`src/rtl/game_pkg.sv`:
```
// Shared game constants, state encoding and helpers for the pipe obstacles.
// Used by both this block and the frame renderer.
package game_pkg;

    localparam int SCREEN_W   = 1024;
    localparam int TUBE_WIDTH = 120;
    localparam int GAP_HEIGHT = 250;
    localparam int BIRD1_X    = 180;
    localparam int NUM_TUBES  = 3;
    localparam int COORD_W    = 11;
    localparam int SCORE_W    = 10;
    localparam int SCORE_MAX  = 999;

    typedef logic [COORD_W-1:0] coord_t;
    typedef logic [SCORE_W-1:0] score_t;

    typedef enum logic [1:0] {IDLE, RUN, FROZEN} state_t;

    // Fold a 9-bit random value into [0, gap_range) with one conditional subtract.
    function automatic coord_t gap_from_rand(input logic [8:0] r, input int gap_min,
                                             input int gap_range);
        logic [8:0] red;
        red = (r >= 9'(gap_range)) ? r - 9'(gap_range) : r;
        return coord_t'(gap_min) + coord_t'(red);
    endfunction

endpackage

```
`src/rtl/lfsr16.sv`:
```
// 16-bit Fibonacci LFSR (taps 16,14,13,11), free-running every clock.
module lfsr16 #(
    parameter logic [15:0] SEED = 16'hACE1
) (
    input  logic        clk,
    input  logic        rst,
    output logic [15:0] value
);

    always_ff @(posedge clk) begin
        if (rst) value <= SEED;
        else     value <= {value[14:0], value[15] ^ value[13] ^ value[12] ^ value[10]};
    end

endmodule

```
`src/rtl/tube_scroller.sv`:
```
// Pipe obstacle game state: scrolls tubes per frame, respawns with random gaps, counts passes.
// Optional macro TUBE_SCROLLER_SPEEDUP_EN: speed grows by one every 8 points up to SPEED_MAX.
module tube_scroller
    import game_pkg::*;
#(
    parameter int          SPEED     = 4,
    parameter int          SPACING   = 400,
    parameter int          START_X   = SCREEN_W,
    parameter int          GAP_MIN   = 80,
    parameter int          GAP_RANGE = 388,
    parameter int          SCORE_X   = BIRD1_X,
    parameter logic [15:0] LFSR_SEED = 16'hACE1,
    parameter int          SPEED_MAX = 8
) (
    input  logic                             clk,
    input  logic                             rst,
    input  logic                             frame_tick,
    input  logic                             start,
    input  logic                             freeze,
    output logic [NUM_TUBES-1:0][COORD_W-1:0] tube_x,
    output logic [NUM_TUBES-1:0][COORD_W-1:0] gap_y,
    output logic                             pass_pulse,
    output logic [SCORE_W-1:0]               score,
    output logic                             running
);

    if (2 * SPACING + START_X >= 2048) begin : g_bad_max_x
        $error("tube_scroller: 2*SPACING+START_X must be below 2048");
    end
    if (SPEED < 1 || SPEED >= SPACING || SPEED_MAX < SPEED) begin : g_bad_speed
        $error("tube_scroller: SPEED must be in 1..SPACING-1 and not above SPEED_MAX");
    end
    if (GAP_RANGE < 256 || GAP_RANGE > 511) begin : g_bad_range
        $error("tube_scroller: GAP_RANGE must be in 256..511");
    end

    state_t                 state, state_next;
    logic                   do_move, do_reload;
    logic [15:0]            lfsr;
    coord_t                 speed;
    coord_t                 new_gap;
    coord_t [NUM_TUBES-1:0] moved_x;
    logic   [NUM_TUBES-1:0] respawn;
    logic   [NUM_TUBES-1:0] pass_hit;
    score_t                 score_inc;
    logic                   unused_lfsr_hi;

    lfsr16 #(.SEED(LFSR_SEED)) u_lfsr (
        .clk   (clk),
        .rst   (rst),
        .value (lfsr)
    );

    assign unused_lfsr_hi = ^lfsr[15:9];
    assign new_gap        = gap_from_rand(lfsr[8:0], GAP_MIN, GAP_RANGE);
    assign score_inc      = score + score_t'(1);

    always_comb begin
        state_next = state;
        do_move    = 1'b0;
        do_reload  = 1'b0;
        case (state)
            IDLE:   if (start) state_next = RUN;
            RUN: begin
                // freeze beats a same-cycle tick: no move on the collision frame
                if (freeze)          state_next = FROZEN;
                else if (frame_tick) do_move    = 1'b1;
            end
            FROZEN: if (start && !freeze) begin
                state_next = RUN;
                do_reload  = 1'b1;
            end
            default: state_next = IDLE;
        endcase
    end

    always_ff @(posedge clk) begin
        if (rst) state <= IDLE;
        else     state <= state_next;
    end

    assign running = (state == RUN);

    for (genvar i = 0; i < NUM_TUBES; i++) begin : g_tube
        localparam int PRED = (i + NUM_TUBES - 1) % NUM_TUBES;
        // Respawn hangs off the predecessor's post-move edge so spacing is exact.
        assign respawn[i]  = tube_x[i] < speed;
        assign moved_x[i]  = respawn[i] ? tube_x[PRED] - speed + coord_t'(SPACING)
                                        : tube_x[i] - speed;
        assign pass_hit[i] = ({1'b0, tube_x[i]}  + 12'(TUBE_WIDTH) >  12'(SCORE_X)) &&
                             ({1'b0, moved_x[i]} + 12'(TUBE_WIDTH) <= 12'(SCORE_X));
    end

    always_ff @(posedge clk) begin
        if (rst || do_reload) begin
            for (int i = 0; i < NUM_TUBES; i++) begin
                tube_x[i] <= coord_t'(START_X + i * SPACING);
                gap_y[i]  <= coord_t'(GAP_MIN + i * 128);
            end
            score      <= '0;
            pass_pulse <= 1'b0;
        end else begin
            pass_pulse <= 1'b0;
            if (do_move) begin
                for (int i = 0; i < NUM_TUBES; i++) begin
                    tube_x[i] <= moved_x[i];
                    if (respawn[i]) gap_y[i] <= new_gap;
                end
                if (|pass_hit) begin
                    pass_pulse <= 1'b1;
                    if (score < score_t'(SCORE_MAX)) score <= score_inc;
                end
            end
        end
    end

`ifdef TUBE_SCROLLER_SPEEDUP_EN
    always_ff @(posedge clk) begin
        if (rst || do_reload) begin
            speed <= coord_t'(SPEED);
        end else if (do_move && |pass_hit && score < score_t'(SCORE_MAX) &&
                     score_inc[2:0] == 3'd0 && speed < coord_t'(SPEED_MAX)) begin
            speed <= speed + coord_t'(1);
        end
    end
`else
    assign speed = coord_t'(SPEED);
`endif

endmodule

```
`config.mk`:
```
export PLATFORM = sky130hd
export DESIGN_NAME = tube_scroller
export DESIGN_NICKNAME = d
export VERILOG_FILES = /design/src/rtl/game_pkg.sv /design/src/rtl/lfsr16.sv /design/src/rtl/tube_scroller.sv
export SDC_FILE = /design/constraint.sdc
export NUM_CORES = 1
export LEC_CHECK = 0
export BUFFER_PORTS_ARGS = -buffer_cell sky130_fd_sc_hd__buf_2
export CAP_MARGIN = 30
export CORE_UTILIZATION = 30
export DETAILED_ROUTE_END_ITERATION = 10
export PLACE_DENSITY = 0.59
export SETUP_SLACK_MARGIN = 0.5
export SYNTH_ARGS = -nofsm -noshare
export SYNTH_HDL_FRONTEND = slang
export SYNTH_SLANG_ARGS = --single-unit
```
`constraint.sdc`:
```
create_clock -name clk -period 4.2 [get_ports clk]
set_input_delay 0.21 -clock clk [delete_from_list [all_inputs] [get_ports clk]]
set_output_delay 0.21 -clock clk [all_outputs]
set_load 0.02 [all_outputs]
```
* Word-level counts from Yosys, hierarchy flattened
Index checks and enable logic that the tools add are counted.
Cells by class: add/subtract/negate cells 15, equality and inequality tests 5, $lt $le $gt $ge 11, bitwise gates (word level) 4, multiplexer cells 14, reductions and logical operators 14
Operators by type and width (number):
- 11-bit by 7-bit adder with 12-bit output, second input constant | 6
- 12-bit by 8-bit greater-than comparator with 1-bit output, second input constant | 3
- 12-bit by 8-bit less-or-equal comparator with 1-bit output, second input constant | 3
- 11-bit by 9-bit adder with 11-bit output, second input constant | 3
- 11-bit by 3-bit < comparator with 1-bit output, second input constant | 3
- 11-bit two-way mux | 3
- 11-bit by 3-bit subtractor with 11-bit output, second input constant | 3
- 10-bit by 1-bit adder with 10-bit output, second input constant | 1
- 7-bit by 9-bit adder with 10-bit output, first input constant | 1
- 10-bit < comparator, second input constant | 1
- 9-bit greater-or-equal comparator, second input constant | 1
- 9-bit two-way mux | 1
- 9-bit subtractor, second input constant | 1
- 1-bit two-way mux | 6
- 2-bit two-way mux | 3
- 2-bit != test, second input constant | 3
- 2-bit one-hot mux with 3 select lines | 1
- 2-bit AND reduction | 3
- 3-bit AND reduction | 2
- 1-bit logical AND | 4
- 3-bit OR reduction | 1
- 1-bit XOR | 3
- 2-bit by 1-bit equality test with 1-bit output, second input constant | 1
- 2-bit equality test, second input constant | 1
- 5 further kinds | 5
Word-level totals: input port bits 5, output and inout bits 78, word-level logic and storage cells 73, flip-flop bits (word level) 95

* Logic depth before layout (Yosys ltp)
word-level depth 8, gate-level depth with buffers 19, mapped depth without buffers 16

* Hierarchy
A second synthesis with hierarchy kept.
Second synthesis, totals: cell total of the unflattened synthesis 750, area total of the unflattened synthesis 5904.4 µm²
By module, submodules not included:
- tube_scroller | seq. area each 1521.5 µm², instances 1, area each 5450.2 µm², cells an instance 714
- lfsr16 | seq. area each 320.3 µm², instances 1, area each 454.2 µm², cells an instance 36

* Least setup slack after synthesis
No wires, ideal clock.
kind register to register, from register tube_x[4] (netlist name), to register score[6], path slack 0.170 ns, path buffers 3, arrival 3.960 ns, period minus slack after synthesis 4.030 ns, required time 4.130 ns, setup time 0.070 ns, stages on the path, launching flop included 19, cells stage by stage dfxtp_1 > buf_2 > inv_1 > ha_1 > a211oi_1 > and3_1 > clkbuf_8 > nand2_1 > o21ai_0 > ha_1 > o21ai_0 > a2111oi_0 > a21bo_1 > a211oi_2 > nor4b_2 > o31ai_2 > buf_6 > or3_1 > a21oi_1
On the way: longest elaborated chain between the ends 8, elaborated cells between the ends (all ways) 15, classes of those cells 5 x add/sub; 4 x order compare; 2 x mux; 4 x reduce/logical
Ends and longest elaborated chain:
- start: declaration | line tube_scroller.sv:20 | output logic [NUM_TUBES-1:0][COORD_W-1:0] tube_x,
- start signal: indexed assignment | line tube_scroller.sv:97 | tube_x[i] <= coord_t'(START_X + i * SPACING);
- start signal: indexed assignment | line tube_scroller.sv:106 | tube_x[i] <= moved_x[i];
- 11-bit by 3-bit subtractor with 11-bit output | line tube_scroller.sv:88, tube_scroller.sv:89
- 11-bit by 9-bit adder with 11-bit output | line tube_scroller.sv:88 | assign moved_x[i] = respawn[i] ? tube_x[PRED] - speed + coord_t'(SPACING)
- 11-bit two-way mux | line tube_scroller.sv:88
- 11-bit by 7-bit adder with 12-bit output | line tube_scroller.sv:91 | ({1'b0, moved_x[i]} + 12'(TUBE_WIDTH) <= 12'(SCORE_X));
- 12-bit by 8-bit less-or-equal comparator with 1-bit output | line tube_scroller.sv:91
- 1-bit logical AND | line tube_scroller.sv:90 | assign pass_hit[i] = ({1'b0, tube_x[i]} + 12'(TUBE_WIDTH) > 12'(SCORE_X)) &&
- 3-bit OR reduction (*) | line tube_scroller.sv:109 | if (|pass_hit) begin
- 3-bit AND reduction (no line) (*)
- end signal: assignment | line tube_scroller.sv:111 | if (score < score_t'(SCORE_MAX)) score <= score_inc;
- end: declaration | line tube_scroller.sv:23 | output logic [SCORE_W-1:0] score,
Every way passes the cells marked *; elsewhere a longest branch is shown, timed or not. A chain may end at the register's enable or synchronous reset.

* Final worst setup path
from register tube_x[25] (netlist name), to register score[7]
The elaborated chain is that of the path after synthesis.

==> metrics <==
vias in the first global route=5451; Num CTS Buffers=9; # Max-Cap Violations=0; pin count of the biggest net entering global routing=48; kind of start point of the critical path=flop; Synth Register Bits=92; hold_buf cts=0; IO Pins=83; Area Growth Syn to Fin=31.3%; Reg power frac=39.6%; Worst Tran Pin Value=0.848 ns; HP Class=input port to flop; status=completed; Crit Path Class=flop to flop; Cell Area, Placed=6710 µm²; area of the multi-input gates=4230 µm²; drt total wl=18.6 mm; R2R Path Start=tube_x[25]$_SDFFE_PP0P_; relative slew slack=43.3%; sequential share of the synthesized area=31.1%; switching share of power=30.8%; area leader, netlist=dfxtp_1; Final Max Slew Viols=0; critical-path cell list=inv_6, ha_4, a211oi_4, nand3_2, buf_4, o21ai_2, ha_1, a21oi_1, mux2i_1, o21a_1, mux2i_1, or4_4, a21oi_4, o31ai_2, buf_4, or4_4, a21oi_2; Critical Path RT=4.49 ns; fraction of layout cells with a size suffix above 1=32.3%; drt wl/cell=16.5 µm; Max clock buf depth=2; Via density=5.14; worst skew pair latency=0.36 ns; share of the synthesized area in the top cell type=31.1%; Fillers=1983; hold_ws=0.138 ns; diode count=0; Global Route Usage Sum=18.4%; number of synthesized flops with an enable pin=0; setup TNS=0 ns; Sink Count=92; Reg area=1860 µm²; RSZ-0062 raised after global routing=yes; DIE WIDTH=143 µm; Hold Fails Final Rpt=0; Most used DFF post-synth=dfxtp_1; initial core utilization=30.6%; root buf cell=clkbuf_16; total number of vias=5782; Syn Std Cell Area=5930 µm²; Clk pwr share=37.0%; crit path from=tube_x[25]$_SDFFE_PP0P_; Cell Pwr Density=297 nW/µm²; Critical Path AT=3.97 ns; drt pass-1 iters=4; Tmin final=3.68 ns; top post-synthesis cells by area=dfxtp_1 31%, nand2_1 7.1%, ha_1 5.3%; leakage power=3.11 nW; number of I/O port buffers=79; Worst path max stage delay=0.55 ns; Final Power=2.31 mW; gpl congestion=0.904; most frequent cells after synthesis=112 x nand2_1, 92 x dfxtp_1, 67 x nor2_1; P_int=1.60 mW; Core Box Area=19400 µm²; peak supply drop=0.229 mV; Yosys Warn Count=0; Worst-path clk slew=0.07 ns; TritonCTS clock tree=built; Post-Synthesis Cells=742; Die ar.=20300 µm²; Critical-path top delay cell=or4_4; Overflow after GRT=0; Peak Freq=0.272 GHz; Site Rows=51; global-route wire length before repair=29.1 mm; htree depth=3; hold_sp=freeze; Psw=713 µW; hpwl dp=13.2 mm; FFs w/ async S/R, synth=0%; Logic pwr share=23.4%; initial antenna violation count=0; Max FO, Critical Path=5; clk_skew=0.0198 ns; Post-route DRC=0; DRT iter0 DRCs=393; fin nets=885; period utilization=87.5%; Post-Layout Inst Area=7790 µm²; ANT nets after route=0; most frequent cell after synthesis=nand2_1; synth unique cells=94; chip height=143 µm; Crit. End Element=flop; final setup vio count=0; Mean Syn Cell Area=7.99 µm²
cells in the final DEF (no fill, tap or decap), drive strengths merged, types with 17 or more instances in the layout:
cell,n
inv,30
ha,25
o211ai,18
nand2,112
nor3,19
dfxtp,92
buf,144
o21ai,37
xor2,17
nor2,70
a21oi,50
xnor2,29
a211oi,22
final cells by class:
cell class / instances / area share, %
Tap cell: 265 / 4.26
Clock buffer: 9 / 2.89
Sequential cell: 92 / 23.9
Multi-Input combinational cell: 580 / 54.4
Timing Repair Buffer: 144 / 11.9
Inverter: 28 / 1.54
Clock inverter: 7 / 1.11
power by group through the flow:
stage	clock network, mW	logic [mW]	registers (mW)
after global placement	0	0.434	0.939
after global routing	0.911	0.587	0.919
final	0.854	0.541	0.916
after detailed placement	0	0.436	0.939
after CTS	0.871	0.484	0.916
after floorplan	0	0.323	0.940
cells by family (layout without fill, tap and decap cells):
| logic type | Yosys count | after routing | synth area share, % |
|---|---|---|---|
| xor gates and xnor gates | 48 | 48 | 7.95 |
| and+or+nand+nor | 303 | 303 | 25.8 |
| AOI/OAI and AO/OA | 186 | 186 | 21.3 |
| DFF | 92 | 92 | 31.1 |
| other | 1 | 3 | 0.0632 |
| adders and majority gates | 25 | 25 | 5.27 |
| buffers and inverters | 72 | 188 | 5.91 |
| muxes | 15 | 15 | 2.64 |
final timing paths:
kind / endpoint / slack, ns / depth (start not counted)
worst max-delay path: score[7]$_SDFFE_PP0P_ / 0.52 / 17
worst min-delay path: state[1]$_SDFFE_PP0P_ / 0.14 / 3
worst max register to register: score[7]$_SDFFE_PP0P_ / 0.52 / 17
worst min register to register: u_lfsr.value[15]$_SDFF_PP1_ / 0.41 / 1
timing repair:
item	CTS	global route
buffers inserted	22	16
endpoints found under the setup margin	10	10
pin swaps	18	37
gates resized for setup	44	62
metrics by stage:
step                      cells  setup slack, ns  util (%)
after floorplan             744            0.516         -
after global placement     1070           0.0746      34.5
after detailed placement   1071           0.0253      34.6
after CTS                  1109            0.502      38.1
after global routing       1125            0.384      40.1
final                      1125            0.523      40.1
state kept, by name (all words and copies together) (netlist names):
signal	cells
pass_pulse	1
state	2
u_lfsr.value	16
score	10
tube_x	33
gap_y	30
per-layer routing:
metal | part of all wire [%] | routed length, µm | track usage (%) | vias to the layer above
li1 | - | - | - | 2836
met2 | 46 | 8520 | 29.7 | 194
met1 | 45 | 8420 | 23.8 | 2721
met4 | 2.1 | 396 | 5.94 | 0
met3 | 6.7 | 1250 | 4.58 | 31
met5 | 0 | 0 | 0 | -
worst max-delay path: cells and delay by family (launching register included):
kind / cells / cell delay (ns)
simple gates: 3 / 1.14
fa+ha+maj: 2 / 0.35
buf+inv: 3 / 0.44
flops: 1 / 0.37
mux: 2 / 0.28
compound gates: 7 / 1.05
Power figures use the tool's default switching activity.
